File: src/rtl/uart_reg_bridge.sv
// uart_reg_bridge
//   UART-driven initiator for the 12-bit register bus.
//   - Byte commands arrive on uart_rx_i (8N1).
//   - Each accepted command issues one register_read_o or register_write_o strobe.
//   - Responses go out on uart_tx_o.
//   Commands:
//     'W' IH IL VH VL  write, answered with 'K'
//     'R' IH IL        read, answered with 'D' VH VL
//     any other opcode answered with '?'
//   Ports:
//     clk, reset_n            clock, asynchronous active-low reset
//     uart_rx_i / uart_tx_o   serial in / out, idle high
//     register_index_o        12-bit register address, held until next command
//     register_read_o         one-cycle read strobe
//     register_write_o        one-cycle write strobe
//     register_write_value_o  16-bit write data
//     register_read_value_i   16-bit read data, valid READ_LATENCY cycles after strobe
//     bridge_active_o         high from opcode byte until response stop bit ends
//   Optional feature, enabled by defining UART_REG_BRIDGE_TIMEOUT_EN:
//     an inter-byte timeout of TIMEOUT_CYCLES aborts a partial command and
//     answers 'T'.
module uart_reg_bridge #(
  parameter int unsigned CLKS_PER_BIT   = 217,
  parameter int unsigned READ_LATENCY   = 1,
  parameter int unsigned TIMEOUT_CYCLES = 2500000
) (
  input  logic        clk,
  input  logic        reset_n,
  input  logic        uart_rx_i,
  output logic        uart_tx_o,
  output logic [11:0] register_index_o,
  output logic        register_read_o,
  output logic        register_write_o,
  output logic [15:0] register_write_value_o,
  input  logic [15:0] register_read_value_i,
  output logic        bridge_active_o
);

  localparam int unsigned CW = $clog2(CLKS_PER_BIT);
  localparam logic [CW-1:0] BIT_LAST  = CW'(CLKS_PER_BIT - 1);
  localparam logic [CW-1:0] HALF_LAST = CW'(CLKS_PER_BIT / 2 - 1);
  localparam logic [1:0]    WAIT_LAST = 2'(READ_LATENCY - 1);

  localparam logic [7:0] OP_W = 8'h57, OP_R = 8'h52, RSP_K = 8'h4B;
  localparam logic [7:0] RSP_D = 8'h44, RSP_Q = 8'h3F, RSP_T = 8'h54;

  if (CLKS_PER_BIT < 4 || READ_LATENCY < 1 || READ_LATENCY > 3 || TIMEOUT_CYCLES < 1)
  begin : g_param_check
    $error("uart_reg_bridge: parameter out of range");
  end

  // ---------------- RX ----------------
  typedef enum logic [1:0] {RX_IDLE, RX_START, RX_DATA, RX_STOP} rx_state_t;
  rx_state_t     rx_state;
  logic          rx_meta, rx_sync, rx_prev;
  logic [CW-1:0] rx_cnt;
  logic [2:0]    rx_bit;
  logic [7:0]    rx_shift, rx_byte;
  logic          rx_valid;

  always_ff @(posedge clk or negedge reset_n) begin
    if (!reset_n) begin
      rx_meta  <= 1'b1;
      rx_sync  <= 1'b1;
      rx_prev  <= 1'b1;
      rx_state <= RX_IDLE;
      rx_cnt   <= '0;
      rx_bit   <= '0;
      rx_shift <= '0;
      rx_byte  <= '0;
      rx_valid <= 1'b0;
    end else begin
      rx_meta  <= uart_rx_i;
      rx_sync  <= rx_meta;
      rx_prev  <= rx_sync;
      rx_valid <= 1'b0;
      case (rx_state)
        RX_IDLE: begin
          rx_cnt <= '0;
          if (rx_prev && !rx_sync) rx_state <= RX_START;
        end
        RX_START: begin
          if (rx_cnt == HALF_LAST) begin
            rx_cnt   <= '0;
            rx_bit   <= '0;
            rx_state <= rx_sync ? RX_IDLE : RX_DATA;
          end else begin
            rx_cnt <= rx_cnt + CW'(1);
          end
        end
        RX_DATA: begin
          if (rx_cnt == BIT_LAST) begin
            rx_cnt   <= '0;
            rx_shift <= {rx_sync, rx_shift[7:1]};
            rx_bit   <= rx_bit + 3'd1;
            if (rx_bit == 3'd7) rx_state <= RX_STOP;
          end else begin
            rx_cnt <= rx_cnt + CW'(1);
          end
        end
        RX_STOP: begin
          if (rx_cnt == BIT_LAST) begin
            rx_state <= RX_IDLE;
            if (rx_sync) begin
              rx_valid <= 1'b1;
              rx_byte  <= rx_shift;
            end
          end else begin
            rx_cnt <= rx_cnt + CW'(1);
          end
        end
        default: rx_state <= RX_IDLE;
      endcase
    end
  end

  // ---------------- TX ----------------
  // Loads up to three bytes at once; the next frame starts on the cycle after
  // the previous stop bit, so multi-byte responses have no idle gap.
  logic          tx_start;
  logic [1:0]    tx_len;
  logic [23:0]   tx_data;
  logic          tx_busy, tx_out, tx_last_done;
  logic [9:0]    tx_frame;
  logic [3:0]    tx_bit;
  logic [CW-1:0] tx_cnt;
  logic [15:0]   tx_queue;
  logic [1:0]    tx_left;

  assign tx_last_done = tx_busy && tx_cnt == BIT_LAST && tx_bit == 4'd9 && tx_left == 2'd0;
  assign uart_tx_o    = tx_out;

  always_ff @(posedge clk or negedge reset_n) begin
    if (!reset_n) begin
      tx_busy  <= 1'b0;
      tx_out   <= 1'b1;
      tx_frame <= '1;
      tx_bit   <= '0;
      tx_cnt   <= '0;
      tx_queue <= '0;
      tx_left  <= '0;
    end else if (!tx_busy) begin
      if (tx_start) begin
        tx_busy  <= 1'b1;
        tx_frame <= {1'b1, tx_data[23:16], 1'b0};
        tx_queue <= tx_data[15:0];
        tx_left  <= tx_len - 2'd1;
        tx_cnt   <= '0;
        tx_bit   <= '0;
        tx_out   <= 1'b0;
      end
    end else if (tx_cnt != BIT_LAST) begin
      tx_cnt <= tx_cnt + CW'(1);
    end else begin
      tx_cnt <= '0;
      if (tx_bit == 4'd9) begin
        if (tx_left != 2'd0) begin
          tx_frame <= {1'b1, tx_queue[15:8], 1'b0};
          tx_queue <= {tx_queue[7:0], 8'h00};
          tx_left  <= tx_left - 2'd1;
          tx_bit   <= '0;
          tx_out   <= 1'b0;
        end else begin
          tx_busy <= 1'b0;
          tx_out  <= 1'b1;
        end
      end else begin
        tx_bit   <= tx_bit + 4'd1;
        tx_frame <= {1'b1, tx_frame[9:1]};
        tx_out   <= tx_frame[1];
      end
    end
  end

  // ---------------- Command parser ----------------
  typedef enum logic [2:0] {IDLE, GET_IH, GET_IL, GET_VH, GET_VL, ISSUE, WAIT_RD, RESP} state_t;
  state_t     state, next;
  logic       is_write, is_cmd, timeout;
  logic [1:0] wait_cnt;

  assign is_cmd = (rx_byte == OP_W) || (rx_byte == OP_R);

`ifdef UART_REG_BRIDGE_TIMEOUT_EN
  localparam int unsigned TW = $clog2(TIMEOUT_CYCLES + 1);
  logic [TW-1:0] to_cnt;
  logic          in_get;

  assign in_get  = state inside {GET_IH, GET_IL, GET_VH, GET_VL};
  assign timeout = in_get && to_cnt == TW'(TIMEOUT_CYCLES);

  always_ff @(posedge clk or negedge reset_n) begin
    if (!reset_n)                to_cnt <= '0;
    else if (!in_get || rx_valid) to_cnt <= '0;
    else if (!timeout)           to_cnt <= to_cnt + TW'(1);
  end
`else
  assign timeout = 1'b0;
`endif

  always_ff @(posedge clk or negedge reset_n) begin
    if (!reset_n) state <= IDLE;
    else          state <= next;
  end

  always_comb begin
    next = state;
    case (state)
      IDLE:    if (rx_valid && is_cmd) next = GET_IH;
      GET_IH:  if (rx_valid) next = GET_IL; else if (timeout) next = IDLE;
      GET_IL:  if (rx_valid) next = is_write ? GET_VH : ISSUE; else if (timeout) next = IDLE;
      GET_VH:  if (rx_valid) next = GET_VL; else if (timeout) next = IDLE;
      GET_VL:  if (rx_valid) next = ISSUE;  else if (timeout) next = IDLE;
      ISSUE:   next = is_write ? RESP : WAIT_RD;
      WAIT_RD: if (wait_cnt == WAIT_LAST) next = RESP;
      RESP:    if (tx_last_done) next = IDLE;
      default: next = IDLE;
    endcase
  end

  // Read data is taken straight into the TX buffer on the last wait edge,
  // which makes that edge both the capture point and the response start.
  always_comb begin
    register_write_o = (state == ISSUE) && is_write;
    register_read_o  = (state == ISSUE) && !is_write;
    bridge_active_o  = (state != IDLE);
    tx_start = 1'b0;
    tx_len   = 2'd0;
    tx_data  = '0;
    case (state)
      IDLE: if (rx_valid && !is_cmd) begin
        tx_start = 1'b1; tx_len = 2'd1; tx_data = {RSP_Q, 16'h0000};
      end
      GET_IH, GET_IL, GET_VH, GET_VL: if (!rx_valid && timeout) begin
        tx_start = 1'b1; tx_len = 2'd1; tx_data = {RSP_T, 16'h0000};
      end
      ISSUE: if (is_write) begin
        tx_start = 1'b1; tx_len = 2'd1; tx_data = {RSP_K, 16'h0000};
      end
      WAIT_RD: if (wait_cnt == WAIT_LAST) begin
        tx_start = 1'b1; tx_len = 2'd3; tx_data = {RSP_D, register_read_value_i};
      end
      default: ;
    endcase
  end

  always_ff @(posedge clk or negedge reset_n) begin
    if (!reset_n) begin
      is_write               <= 1'b0;
      register_index_o       <= '0;
      register_write_value_o <= '0;
      wait_cnt               <= '0;
    end else begin
      case (state)
        IDLE:    if (rx_valid && is_cmd) is_write <= (rx_byte == OP_W);
        GET_IH:  if (rx_valid) register_index_o[11:8]       <= rx_byte[3:0];
        GET_IL:  if (rx_valid) register_index_o[7:0]        <= rx_byte;
        GET_VH:  if (rx_valid) register_write_value_o[15:8] <= rx_byte;
        GET_VL:  if (rx_valid) register_write_value_o[7:0]  <= rx_byte;
        ISSUE:   wait_cnt <= '0;
        WAIT_RD: wait_cnt <= wait_cnt + 2'd1;
        default: ;
      endcase
    end
  end

endmodule

File: config.mk
export PLATFORM = sky130hd
export DESIGN_NAME = uart_reg_bridge
export DESIGN_NICKNAME = d
export VERILOG_FILES = /design/src/rtl/uart_reg_bridge.sv
export SDC_FILE = /design/constraint.sdc
export NUM_CORES = 1
export LEC_CHECK = 0
export CAP_MARGIN = 30
export CORE_UTILIZATION = 55
export CTS_CLUSTER_DIAMETER = 40
export CTS_CLUSTER_SIZE = 28
export DETAILED_ROUTE_END_ITERATION = 10
export GPL_TIMING_DRIVEN = 0
export PLACE_DENSITY = 0.78
export SYNTH_ARGS = -nofsm -noshare
export SYNTH_HDL_FRONTEND = slang
export SYNTH_SLANG_ARGS = --single-unit
File: constraint.sdc
create_clock -name clk -period 2.85 [get_ports clk]
set_clock_uncertainty 0.15 [all_clocks]
set_input_delay 0.57 -clock clk [delete_from_list [all_inputs] [get_ports clk]]
set_output_delay 0.57 -clock clk [all_outputs]
set_load 0.05 [all_outputs]
After elaboration in Yosys (flattened, before gate mapping)

Cells that the tools add are included.

$add $sub $neg: 7
Eq/ne operators: 35
Multiplexer cells: 73
Reductions and logical operators: 34

Operators by type and width:

| operator                                                              | count |
|---|---|
| 16-bit two-way mux                                                    | 5 |
| 23-bit case mux with 3 select lines                                   | 1 |
| 10-bit two-way mux                                                    | 5 |
| 8-bit two-way mux                                                     | 6 |
| 23-bit two-way mux                                                    | 2 |
| 8-bit case mux with 4 select lines                                    | 1 |
| 3-bit two-way mux                                                     | 10 |
| 2-bit != test, second input constant                                  | 14 |
| 8-bit by 7-bit equality test with 1-bit output, second input constant | 3 |
| 2-bit two-way mux                                                     | 12 |
| 3-bit case mux with 8 select lines                                    | 1 |
| 22-bit two-way mux                                                    | 1 |
| 4-bit two-way mux                                                     | 5 |
| 1-bit two-way mux                                                     | 19 |
| 8-bit by 1-bit adder with 8-bit output, second input constant         | 2 |
| 8-bit equality test, second input constant                            | 2 |
| 3-bit equality test, second input constant                            | 5 |
| 2-bit AND reduction                                                   | 7 |
| 3-bit AND reduction                                                   | 3 |
| 1-bit logical AND                                                     | 8 |
| 8-bit != test, second input constant                                  | 1 |
| 2-bit case mux with 4 select lines                                    | 1 |
| 2-bit nonzero test                                                    | 4 |
| 7-bit AND reduction                                                   | 1 |
| 22 further kinds                                                      | 30 |

Register bits after elaboration: 109

Longest topological paths before layout

Word-level depth: 9
Mapped depth: 8
Gate-level depth less buffers: 7

Worst setup path after synthesis

OpenSTA, ideal clock, no wires.

Kind: register to output
Start: register state[0]
End: output port register_read_o
Data arrival time: 1.466 ns
Slack: 0.664 ns
Stages on the path, launching flop included: 5
Path buffers: 1
Path through: dfrtp_1 > buf_2 > nor2b_1 > nand2_1 > nor2_1

Cells in the longest elaborated chain, start to end: 2

Ends and longest elaborated chain:

| item                   | line | text |
|---|---|---|
| from (decl)            | 177  | `state_t state, next;` |
| from (signal assigned) | 202  | `else state <= next;` |
| 3-bit equality test    | 224  | `register_read_o = (state == ISSUE) && !is_write;` |
| 1-bit logical AND      | 224  |  |
| to (decl)              | 32   | `output logic register_read_o,` |

No other way between the ends.

Final worst setup path

Start: register state[2]
End: output port register_read_o

Same word-level chain as after synthesis.

==> flow_summary.yaml <==
die:
  fp.dieH_um: 97.4
  start_util_pct: 57.1
  die_w_um: 97.4
  io_pins: 51
  std_cell_rows: 34
  dieArea_mm2: 0.00948
  core_mm2: 0.00876
route:
  drc: 0
  drtAntennaViolNets: 0
  routedWlPerCell_um: 16.4
  vias: 3452
  drt_iter0_drc: 157
  vias_per_cell: 5.78
  drt_wl_total_um: 9770
  drtPass1Iterations: 4
status:
  outcome: "finished, final reports clean"
timing:
  timing.hold.ws_ps: 41.7
  slew_headroom_pct: 36.3
  setup_ws_ps: 166
  fin_crit_ps: 2680
  hold_viol_final: 0
  setup_viol: 0
  rsz0062_at_grt: "false"
  fin_crit_sh_pct: 94.2
  fmax_mhz: 373
  drv_slew: 0
  tightest_slew_ps: 942
worst_setup_path:
  criticalPathCategory: "flip-flop to output port"
  cp-start-kind: "flip-flop"
  slowest_stage: "dlygate4sd2_1"
  cp_max_fo: 10
  r2r_cells: 6
  cp-end-kind: "output port"
  cp.required_ps: 2130
  arrival_ps: 1960
  path_cells: "clkbuf_1 -> nand2_1 -> nor2_1 -> dlygate4sd2_1"
  reg2reg_setup_slack_ps: 360
  critPathMaxStageDelay_ps: 560
logic_synthesis:
  synthDominantCellAreaShare_pct: 47.5
  async_flop_share_pct: 100
  synth.distinct_cells: 59
  synth_nets: 449
  ys_warn_count: 0
  synth.area.top_cells: "dfrtp_1, mux2_2, dfstp_2"
  syn_inst: 421
  yosys_register_bits: 107
  postSynthAreaPerCell_um2: 11.9
  syn_area_mm2: 0.00500
  synth_seq_area_share_pct: 53.8
  synth_ff_type: "dfrtp_1"
  synth_top_area_cell: "dfrtp_1"
  synth_edf_count: 0
cts:
  hold_buffers: 0
  cts_root_buf: "clkbuf_8"
  clk_path_buf_depth: 2
  cts.sinks: 107
  cts_made_buffers: 9
  h-tree-depth: 3
  cts_tree: "yes"
  clk_latency_ps: 380
  path_clk_slew_ps: 100
power_and_ir_drop:
  p_int_mw: 1.98
  ir_worst_vdd_v: 0.000277
  p_leak_nw: 2.70
  p_comb_share_pct: 6.1
  power_frac_clock_pct: 34.9
  swShare_pct: 26.2
  seq_power_share_pct: 59.1
  p_sw_mw: 0.706
  powerDensity_mw_per_mm2: 457
worst_hold_path:
  hold_class: "primary input to async pin"
job:
  maxCapViolCount: 0
global_routing:
  antenna_found_initial: 0
  overflow: 0
  grt_max_degree: 64
  grt_pass1_wl_um: 16600
  grt_pass1_vias: 3494
  grt_usage_pct: 21.7
place:
  gp_congestion: 0.809
  hpwl_um: 6850
  dp_cells: 581
  post-place-ws_ps: 212
  io_buffer_count: 50
finish:
  nets: 512
  fin_cells: 597
  drive_gt1_share_pct: 22.3
  diodes: 0
  area_growth_pct: 17.6
==> path summary, 6_finish.rpt <==
kind                                            end                  from
max                                 register_read_o  state[2]$_DFFE_PN0P_
min                           tx_cnt[3]$_DFFE_PN0P_               reset_n
max reg2reg                tx_queue[15]$_DFFE_PN0P_  state[1]$_DFFE_PN0P_
min reg2reg                       rx_sync$_DFF_PN1_     rx_meta$_DFF_PN1_
max in group asynchronous         rx_meta$_DFF_PN1_               reset_n
min in group clk                  rx_sync$_DFF_PN1_     rx_meta$_DFF_PN1_
==> power groups by stage <==
stage	logic, mW	registers, mW	clock network (mW)
detailed placement	0.166	1.62	0
finish	0.163	1.59	0.938
floorplan	0.0892	1.61	0
global placement	0.157	1.61	0
CTS	0.167	1.59	0.969
global route	0.186	1.60	1.02
==> registers in the layout (all words and copies together) (netlist names), named ones only <==
signal / cells
register_index_o: 12
tx_bit: 4
uart_tx_o: 1
rx_prev: 1
rx_meta: 1
rx_state: 1
tx_cnt: 8
register_write_value_o: 16
tx_left: 2
state: 3
rx_sync: 1
is_write: 1
tx_busy: 1
rx_valid: 1
tx_queue: 16
rx_byte: 8
rx_cnt: 8
rx_bit: 3
tx_frame: 8
rx_shift: 8
wait_cnt: 2
==> Yosys cell counts (all sizes together) (3+ instances only) <==
library cell / instances
mux2: 54
nor2b: 3
a21oi: 8
o21ai: 43
mux2i: 6
a22o: 11
o31ai: 4
a22oi: 8
nor2: 21
nand3b: 5
xnor2: 3
nand2b: 5
and3: 5
ha: 9
nand3: 13
dfrtp: 95
nor4b: 3
dfstp: 12
clkbuf: 10
buf: 7
and3b: 3
xor2: 6
inv: 14
nand2: 32
a31oi: 6
nand4: 5
nor3: 4
==> metal layers <==
metal / wire (um) / vias to the layer above / track usage [%]
li1: - / 1643 / -
met1: 4330 / 1737 / 28.1
met2: 4940 / 60 / 36.5
met3: 374 / 12 / 4.89
met4: 130 / 0 / 6.56
met5: 0 / - / 0
==> what timing repair did <==
action,4_1_cts,5_1_grt
buffers inserted,0,0
gates resized for setup,2,3
gates cloned,0,0
endpoints found under the setup margin,2,2
==> area by class of cell <==
class                   instances  area [um^2]
multi-input cells             283         2170
well taps                     108          135
plain buffers                  17         86.3
repair buffers                 52          529
fillers                       679         2880
flip-flops and latches        107         2690
inverters                      14         52.6
clock inverters                 7         91.3
clock buffers                   9          124
==> cell usage in the layout, fill, tap and decap left out, types with 5 or more instances in the layout <==
master	synthesis	final
nand4_1	5	5
o21ai_0	40	40
clkbuf_8	0	9
nand2_1	32	32
nor2_1	20	20
dfrtp_1	95	95
a31oi_1	6	6
and3_1	5	5
xor2_1	6	6
inv_1	14	14
a22o_1	11	11
clkbuf_1	10	10
ha_1	9	9
nand3b_1	5	5
mux2i_1	6	6
clkdlybuf4s50_1	0	46
a21oi_1	7	7
dfstp_2	12	12
buf_4	3	5
nand3_1	13	13
mux2_4	7	7
nand2b_1	5	5
mux2_2	47	47
a22oi_1	8	8
==> cells by family after synthesis <==
| group | Yosys count | share of synthesized area (%) |
|---|---|---|
| AO/OA/AOI/OAI | 95 | 13.2 |
| XOR/XNOR | 9 | 1.58 |
| adder cells (fa/ha/maj) | 9 | 2.25 |
| buffers and inverters | 31 | 2.78 |
| flip-flops | 107 | 53.8 |
| multiplexers | 60 | 13.9 |
| AND/OR/NAND/NOR | 110 | 12.5 |
==> through the flow <==
stage / cell area, um^2 / utilization (%) / total power, mW / TNS [ps]
floorplan: 5000 / - / 1.70 / 0
global placement: 5640 / 64.3 / 1.77 / -293620
detailed placement: 5670 / 64.7 / 1.78 / 0
CTS: 5880 / 67.1 / 2.72 / 0
global route: 5880 / 67.1 / 2.81 / 0
finish: 5880 / 67.1 / 2.69 / 0
==> critical path: cells and delay by family (launching register included) <==
family | cells | cell delay (ps)
simple gates | 2 | 190
flops | 1 | 460
buf+inv | 2 | 940
Power figures use the tool's default switching activity.
